<file path="src/rtl/ctrl_byte_rx.sv">
// ctrl_byte_rx
//   Receives command/data bytes from the host MCU over a mode-0 SPI slave link
//   and queues them in a show-ahead byte FIFO. The control unit reads out_byte
//   while out_ready is high and then pulses next to pop it. A status byte
//   {overflow, free slots (capped at 127)} is shifted back to the host on MISO.
//
// Ports
//   clk, reset        system clock, synchronous active-high reset
//   spi_sck/cs_n/mosi SPI slave inputs, asynchronous to clk (sck <= clk/8)
//   spi_miso          status byte, MSB first; 0 while not selected
//   out_byte          FIFO head byte, valid while out_ready = 1
//   out_ready         FIFO not empty
//   next              one-cycle pop strobe
//   fill_level        current entry count
//   overflow          sticky: a byte was dropped on a full FIFO
//   clear_overflow    clears overflow (an overflow in the same cycle wins)
//   frame_error       one-cycle pulse: CS released mid-byte
module ctrl_byte_rx #(
    parameter int fifo_depth  = 64,
    parameter int sync_stages = 2
) (
    input  logic                          clk,
    input  logic                          reset,
    input  logic                          spi_sck,
    input  logic                          spi_cs_n,
    input  logic                          spi_mosi,
    output logic                          spi_miso,
    output logic [7:0]                    out_byte,
    output logic                          out_ready,
    input  logic                          next,
    output logic [$clog2(fifo_depth):0]   fill_level,
    output logic                          overflow,
    input  logic                          clear_overflow,
    output logic                          frame_error
);

    localparam int            AW      = $clog2(fifo_depth);
    localparam logic [AW:0]   C_DEPTH = (AW+1)'(fifo_depth);

    // ------------------------------------------------------------------
    // Input synchronisers and edge detection
    // ------------------------------------------------------------------
    logic [sync_stages-1:0] r_sck_sync;
    logic [sync_stages-1:0] r_cs_sync;
    logic [sync_stages-1:0] r_mosi_sync;
    logic                   r_sck_d;
    logic                   r_cs_d;

    logic w_sck;
    logic w_cs_n;
    logic w_mosi;
    logic w_sck_rise;
    logic w_sck_fall;
    logic w_cs_fall;
    logic w_cs_rise;

    always_ff @(posedge clk) begin
        if (reset) begin
            r_sck_sync  <= '0;
            r_cs_sync   <= '0;
            r_mosi_sync <= '0;
            r_sck_d     <= 1'b0;
            r_cs_d      <= 1'b0;
        end else begin
            r_sck_sync  <= {r_sck_sync[sync_stages-2:0],  spi_sck};
            r_cs_sync   <= {r_cs_sync[sync_stages-2:0],   spi_cs_n};
            r_mosi_sync <= {r_mosi_sync[sync_stages-2:0], spi_mosi};
            r_sck_d     <= w_sck;
            r_cs_d      <= w_cs_n;
        end
    end

    assign w_sck      = r_sck_sync[sync_stages-1];
    assign w_cs_n     = r_cs_sync[sync_stages-1];
    assign w_mosi     = r_mosi_sync[sync_stages-1];
    assign w_sck_rise =  w_sck  & ~r_sck_d;
    assign w_sck_fall = ~w_sck  &  r_sck_d;
    assign w_cs_fall  = ~w_cs_n &  r_cs_d;
    assign w_cs_rise  =  w_cs_n & ~r_cs_d;

    // ------------------------------------------------------------------
    // RX framing
    // ------------------------------------------------------------------
    // The synchronised cs_n is 0 straight after reset, so a frame that was
    // already running when reset hit would otherwise be picked up mid-byte.
    // r_armed only becomes true on a genuine CS falling edge.
    logic       r_armed;
    logic [2:0] r_bit_ctr;
    logic [6:0] r_rx_shift;
    logic       r_frame_error;
    logic [7:0] r_tx_shift;

    logic       w_rx_active;
    logic       w_push;
    logic [7:0] w_push_byte;

    assign w_rx_active = r_armed & ~w_cs_n;
    assign w_push      = w_rx_active & w_sck_rise & (r_bit_ctr == 3'd7);
    assign w_push_byte = {r_rx_shift, w_mosi};

    // ------------------------------------------------------------------
    // FIFO control
    // ------------------------------------------------------------------
    logic [7:0]    r_mem [fifo_depth];
    logic [AW-1:0] r_wr_ptr;
    logic [AW-1:0] r_rd_ptr;
    logic [AW:0]   r_count;
    logic          r_overflow;

    logic          w_full;
    logic          w_pop;
    logic          w_wr;
    logic          w_drop;
    logic [AW:0]   w_free;
    logic [6:0]    w_free7;

    assign w_full  = (r_count == C_DEPTH);
    assign w_pop   = next & (r_count != '0);
    // A pop in the same cycle frees a slot, so a push into a full FIFO
    // alongside a pop is still accepted.
    assign w_wr    = w_push & (~w_full | w_pop);
    assign w_drop  = w_push & w_full & ~w_pop;
    assign w_free  = C_DEPTH - r_count;
    assign w_free7 = (32'(w_free) > 32'd127) ? 7'h7f : 7'(w_free);

    always_ff @(posedge clk) begin
        if (reset) begin
            r_armed       <= 1'b0;
            r_bit_ctr     <= 3'd0;
            r_rx_shift    <= 7'd0;
            r_frame_error <= 1'b0;
            r_tx_shift    <= 8'd0;
        end else begin
            if (w_cs_rise) begin
                r_armed <= 1'b0;
            end else if (w_cs_fall) begin
                r_armed <= 1'b1;
            end

            r_frame_error <= w_cs_rise & r_armed & (r_bit_ctr != 3'd0);

            // bit_ctr wraps 7 -> 0 on its own when a byte completes
            if (!w_rx_active) begin
                r_bit_ctr <= 3'd0;
            end else if (w_sck_rise) begin
                r_rx_shift <= {r_rx_shift[5:0], w_mosi};
                r_bit_ctr  <= r_bit_ctr + 3'd1;
            end

            // Status reload at frame start and after every completed byte
            if (w_cs_fall || w_push) begin
                r_tx_shift <= {r_overflow, w_free7};
            end else if (w_rx_active && w_sck_fall) begin
                r_tx_shift <= {r_tx_shift[6:0], 1'b0};
            end
        end
    end

    // Byte storage: no reset so it maps onto plain RAM.
    always_ff @(posedge clk) begin
        if (w_wr) begin
            r_mem[r_wr_ptr] <= w_push_byte;
        end
    end

    always_ff @(posedge clk) begin
        if (reset) begin
            r_wr_ptr   <= '0;
            r_rd_ptr   <= '0;
            r_count    <= '0;
            r_overflow <= 1'b0;
        end else begin
            if (w_wr) begin
                r_wr_ptr <= r_wr_ptr + 1'b1;
            end
            if (w_pop) begin
                r_rd_ptr <= r_rd_ptr + 1'b1;
            end
            case ({w_wr, w_pop})
                2'b10:   r_count <= r_count + 1'b1;
                2'b01:   r_count <= r_count - 1'b1;
                default: r_count <= r_count;
            endcase
            // set has priority over clear
            if (w_drop) begin
                r_overflow <= 1'b1;
            end else if (clear_overflow) begin
                r_overflow <= 1'b0;
            end
        end
    end

    // ------------------------------------------------------------------
    // Outputs
    // ------------------------------------------------------------------
    // Show-ahead head read is asynchronous so a pushed byte is visible the
    // cycle after its push; masked to 0 while empty so the output never
    // exposes uninitialised storage.
    assign out_byte    = (r_count != '0) ? r_mem[r_rd_ptr] : 8'd0;
    assign out_ready   = (r_count != '0);
    assign fill_level  = r_count;
    assign overflow    = r_overflow;
    assign frame_error = r_frame_error;
    assign spi_miso    = w_rx_active & r_tx_shift[7];

endmodule

</file>
<file path="config.mk">
export PLATFORM = sky130hd
export DESIGN_NAME = ctrl_byte_rx
export DESIGN_NICKNAME = d
export VERILOG_FILES = /design/src/rtl/ctrl_byte_rx.sv
export SDC_FILE = /design/constraint.sdc
export NUM_CORES = 1
export LEC_CHECK = 0
export BUFFER_PORTS_ARGS = -buffer_cell sky130_fd_sc_hd__buf_2
export CORE_MARGIN = 2
export CORE_UTILIZATION = 40
export CTS_CLUSTER_DIAMETER = 30
export DETAILED_ROUTE_END_ITERATION = 8
export GPL_TIMING_DRIVEN = 0
export PLACE_DENSITY = 0.55
export SETUP_SLACK_MARGIN = 0.2
export SLEW_MARGIN = 20
export SYNTH_ARGS = -nofsm -noshare
export SYNTH_HDL_FRONTEND = slang
export SYNTH_SLANG_ARGS = --single-unit
</file>
<file path="constraint.sdc">
create_clock -name clk -period 4.6 [get_ports clk]
set_clock_uncertainty 0.1 [all_clocks]
set_input_delay 0.92 -clock clk [delete_from_list [all_inputs] [get_ports clk]]
set_output_delay 0.92 -clock clk [all_outputs]
set_load 0.005 [all_outputs]
</file>
==> impl_metrics.ini <==
[synth]
synth.area.top_cells = edfxtp_1, mux4_2, dfxtp_1, nor2_1, mux2i_1
synth_adder_area_share = 0.00710
yosysTopAreaCell = edfxtp_1
synthCells = 1180
async_flop_share = 0
synth_top_area_share = 0.693
muxShareOfSynthArea = 0.145
synth_top_family_by_area = multiplexers
avgSynthCellArea_um2 = 18.8
synth_edf_count = 512
ys_types = 57
yosysMostFrequentCell = edfxtp_1
synth_area_um2 = 22200
synth_common_cells = edfxtp_1, mux4_2, nor2_1
synth_flop_cell = edfxtp_1
ys_warn_count = 0
syn_nets = 1199
synthXorXnorAreaFrac = 0.00710
synth_compound_area_frac = 0.0341
synth_seq_area_share = 0.742
synth-seq-cells = 566
synth-simple-area-share = 0.0496

[flow_run]
maxCapViolations = 0

[placement]
dp_cells = 1957
gp_congestion = 0.829
port_buffers = 25
dp_hpwl_um = 36400
placed_area_um2 = 23400

[grt]
gr-total-overflow = 0
antenna_found_initial = 1
grt_pass1_vias = 12282
grt_start_max_net_pins = 67
grt_util_all_layers = 0.210
grt_pass1_wl_um = 84700

[power]
power_density_nw_per_um2 = 608
leakage_nw = 8.84
ir_drop_v = 0.000305
p_total_mw = 16.7

[setup_path]
reg2reg_from = fill_level[0]$_SDFFE_PP0P_
crit_cells = 9
cp-end-kind = output pin
rrSetupSlack_ns = 0.84
crit_buf_inv = 4
crit_fanout = 10
crit_chain = buf_4 > buf_2 > buf_4 > mux4_2 > a22oi_1 > nand3_1 > o21ai_1 > o41ai_2 > buf_2
crit_type = reg2out
start_kind = flop
critPathSlowestCell = buf_2
path_delay_family = buffers and inverters
crit_required_ns = 3.58
slowest_delay_ns = 0.40
critical_path_arrival_ns = 3.33
ff2ff_path_depth = 8
cp-endpoint = out_byte[7]
reg2reg_to = r_mem[43][2]$_DFFE_PP_

[status]
status = finished, final reports clean

[sta]
post-route-min-period_ns = 4.35
period_share = 0.946
setup_viol = 0
fmax_mhz = 230
drv_slew = 0
max_slew_margin = 0.351
grt_setup_unrepaired = yes
holdWs_ns = 0.325
worstMarginPinSlew_ns = 0.969
setup_tns_ns = 0
final_hold_viol_count = 0

[cells_and_area]
seqCellArea_um2 = 16500
layout.nets = 1345
final_area_um2 = 27400
syn_to_final_growth_pct = 23.5
fillCellCount = 4522
instances_no_fill = 2172
multi_input_area_um2 = 5460
layout-drive-gt1-share = 0.293
diodes = 0

[floorplanning]
start_util = 0.404
ios = 26
die_area_um2 = 57400
rows = 86
dieHeight_um = 240
die_w_um = 240
core_um2 = 55000

[drt]
drt_iter0_markers = 1295
wl_per_cell_um = 26.9
drc = 0
vias_per_cell = 5.49
dr.pass1.iters = 8
num_vias = 11927
routed_wl_um = 58500
antenna_left = 0

[hold_path]
min_path_cells = 1
holdCritPathClass = reg2reg

[clock_network]
cts_num_sinks = 566
cts_root_buffer = clkbuf_16
ctsHoldBuffers = 0
clk_pin_slew_worst_paths_ns = 0.05
cts.path.max_buffers = 3
cts_tree = done
clock_latency_ns = 0.65
numCtsBuffers = 115
htree_levels = 3
-- kinds of logic after synthesis --
family                   count (synthesis)
adder cells (fa/ha/maj)                 12
XOR/XNOR                                18
multiplexers                           161
AO/OA/AOI/OAI                          111
flip-flops                             566
buffers and inverters                   73
AND/OR/NAND/NOR                        239
-- sequential cells by signal (all words and copies together), names as in the netlist, named ones only --
register / cells
r_bit_ctr: 3
r_cs_d: 1
r_wr_ptr: 6
frame_error: 1
fill_level: 7
r_sck_sync: 2
r_mem: 512
r_sck_d: 1
r_armed: 1
r_tx_shift: 8
r_cs_sync: 2
r_mosi_sync: 2
r_rx_shift: 7
overflow: 1
r_rd_ptr: 6
-- what timing repair did --
| action | CTS | global route |
|---|---|---|
| buffers inserted | 0 | 0 |
| resized for setup | 23 | 9 |
| setup endpoints to repair | 7 | 4 |
| hold endpoints to repair | 0 | 0 |
-- layout make-up --
cell class,instances,share of cell area
Sequential cell,566,0.601
Multi-Input combinational cell,541,0.199
Clock buffer,132,0.109
Clock inverter,83,0.0350
Tap cell,748,0.0341
Buffer,61,0.0126
Timing Repair Buffer,29,0.00730
Inverter,12,0.00169
-- worst register-to-register path, cell delays in order (launching register included) --
cell and delay [ns]:
dfxtp_1 0.45, inv_1 0.14, ha_1 0.26, nor2b_2 0.22, nand3_1 0.13, nand3_1 0.20
nor2_1 0.28, nand3_1 0.67, nor2_1 0.94
-- worst min path at each step --
stage / start / endpoint / slack (ns)
6_report: r_mosi_sync[0]$_SDFF_PP0_ / r_mosi_sync[1]$_SDFF_PP0_ / 0.33
5_1_grt: r_mosi_sync[0]$_SDFF_PP0_ / r_mosi_sync[1]$_SDFF_PP0_ / 0.34
4_1_cts: r_mosi_sync[0]$_SDFF_PP0_ / r_mosi_sync[1]$_SDFF_PP0_ / 0.33
3_5_place_dp: r_mosi_sync[0]$_SDFF_PP0_ / r_mosi_sync[1]$_SDFF_PP0_ / 0.32
3_3_place_gp: r_mosi_sync[0]$_SDFF_PP0_ / r_mosi_sync[1]$_SDFF_PP0_ / 0.32
2_1_floorplan: r_cs_sync[0]$_SDFF_PP0_ / r_cs_sync[1]$_SDFF_PP0_ / 0.31
-- per-layer routing --
metal / vias to the layer above / GRT usage / routed length [um]
met3: 98 / 0.0385 / 4140
li1: 5092 / - / -
met4: 0 / 0.0809 / 1660
met5: - / 0 / 0
met2: 463 / 0.329 / 27700
met1: 6274 / 0.294 / 25000
-- power breakdown --
| group | internal (mW) | switching, mW | total (mW) | leakage, nW |
|---|---|---|---|---|
| Combinational | 1.19 | 1.51 | 2.70 | 1.87 |
| Sequential | 5.59 | 0.0709 | 5.66 | 5.07 |
| Clock | 5.59 | 2.72 | 8.31 | 1.90 |
| Total | 12.4 | 4.30 | 16.7 | 8.84 |
-- placed cells by master (no fill, tap or decap), drive strengths merged, types with 17 or more instances in the layout --
master  instances
a21oi          23
buf            64
bufinv         17
clkbuf        158
clkinv         48
dfxtp          54
edfxtp        512
inv            19
mux2i          32
mux4          128
nand2          52
nor2          113
o22ai          22
-- per-stage QoR --
| step | util | worst slack (ns) |
|---|---|---|
| 2_1_floorplan | - | 1.30 |
| 3_3_place_gp | 0.423 | 0.461 |
| 3_5_place_dp | 0.425 | 0.501 |
| 4_1_cts | 0.498 | 0.173 |
| 5_1_grt | 0.498 | 0.189 |
| 6_report | 0.498 | 0.248 |
Note: power is estimated with default switching activity, not from simulation.
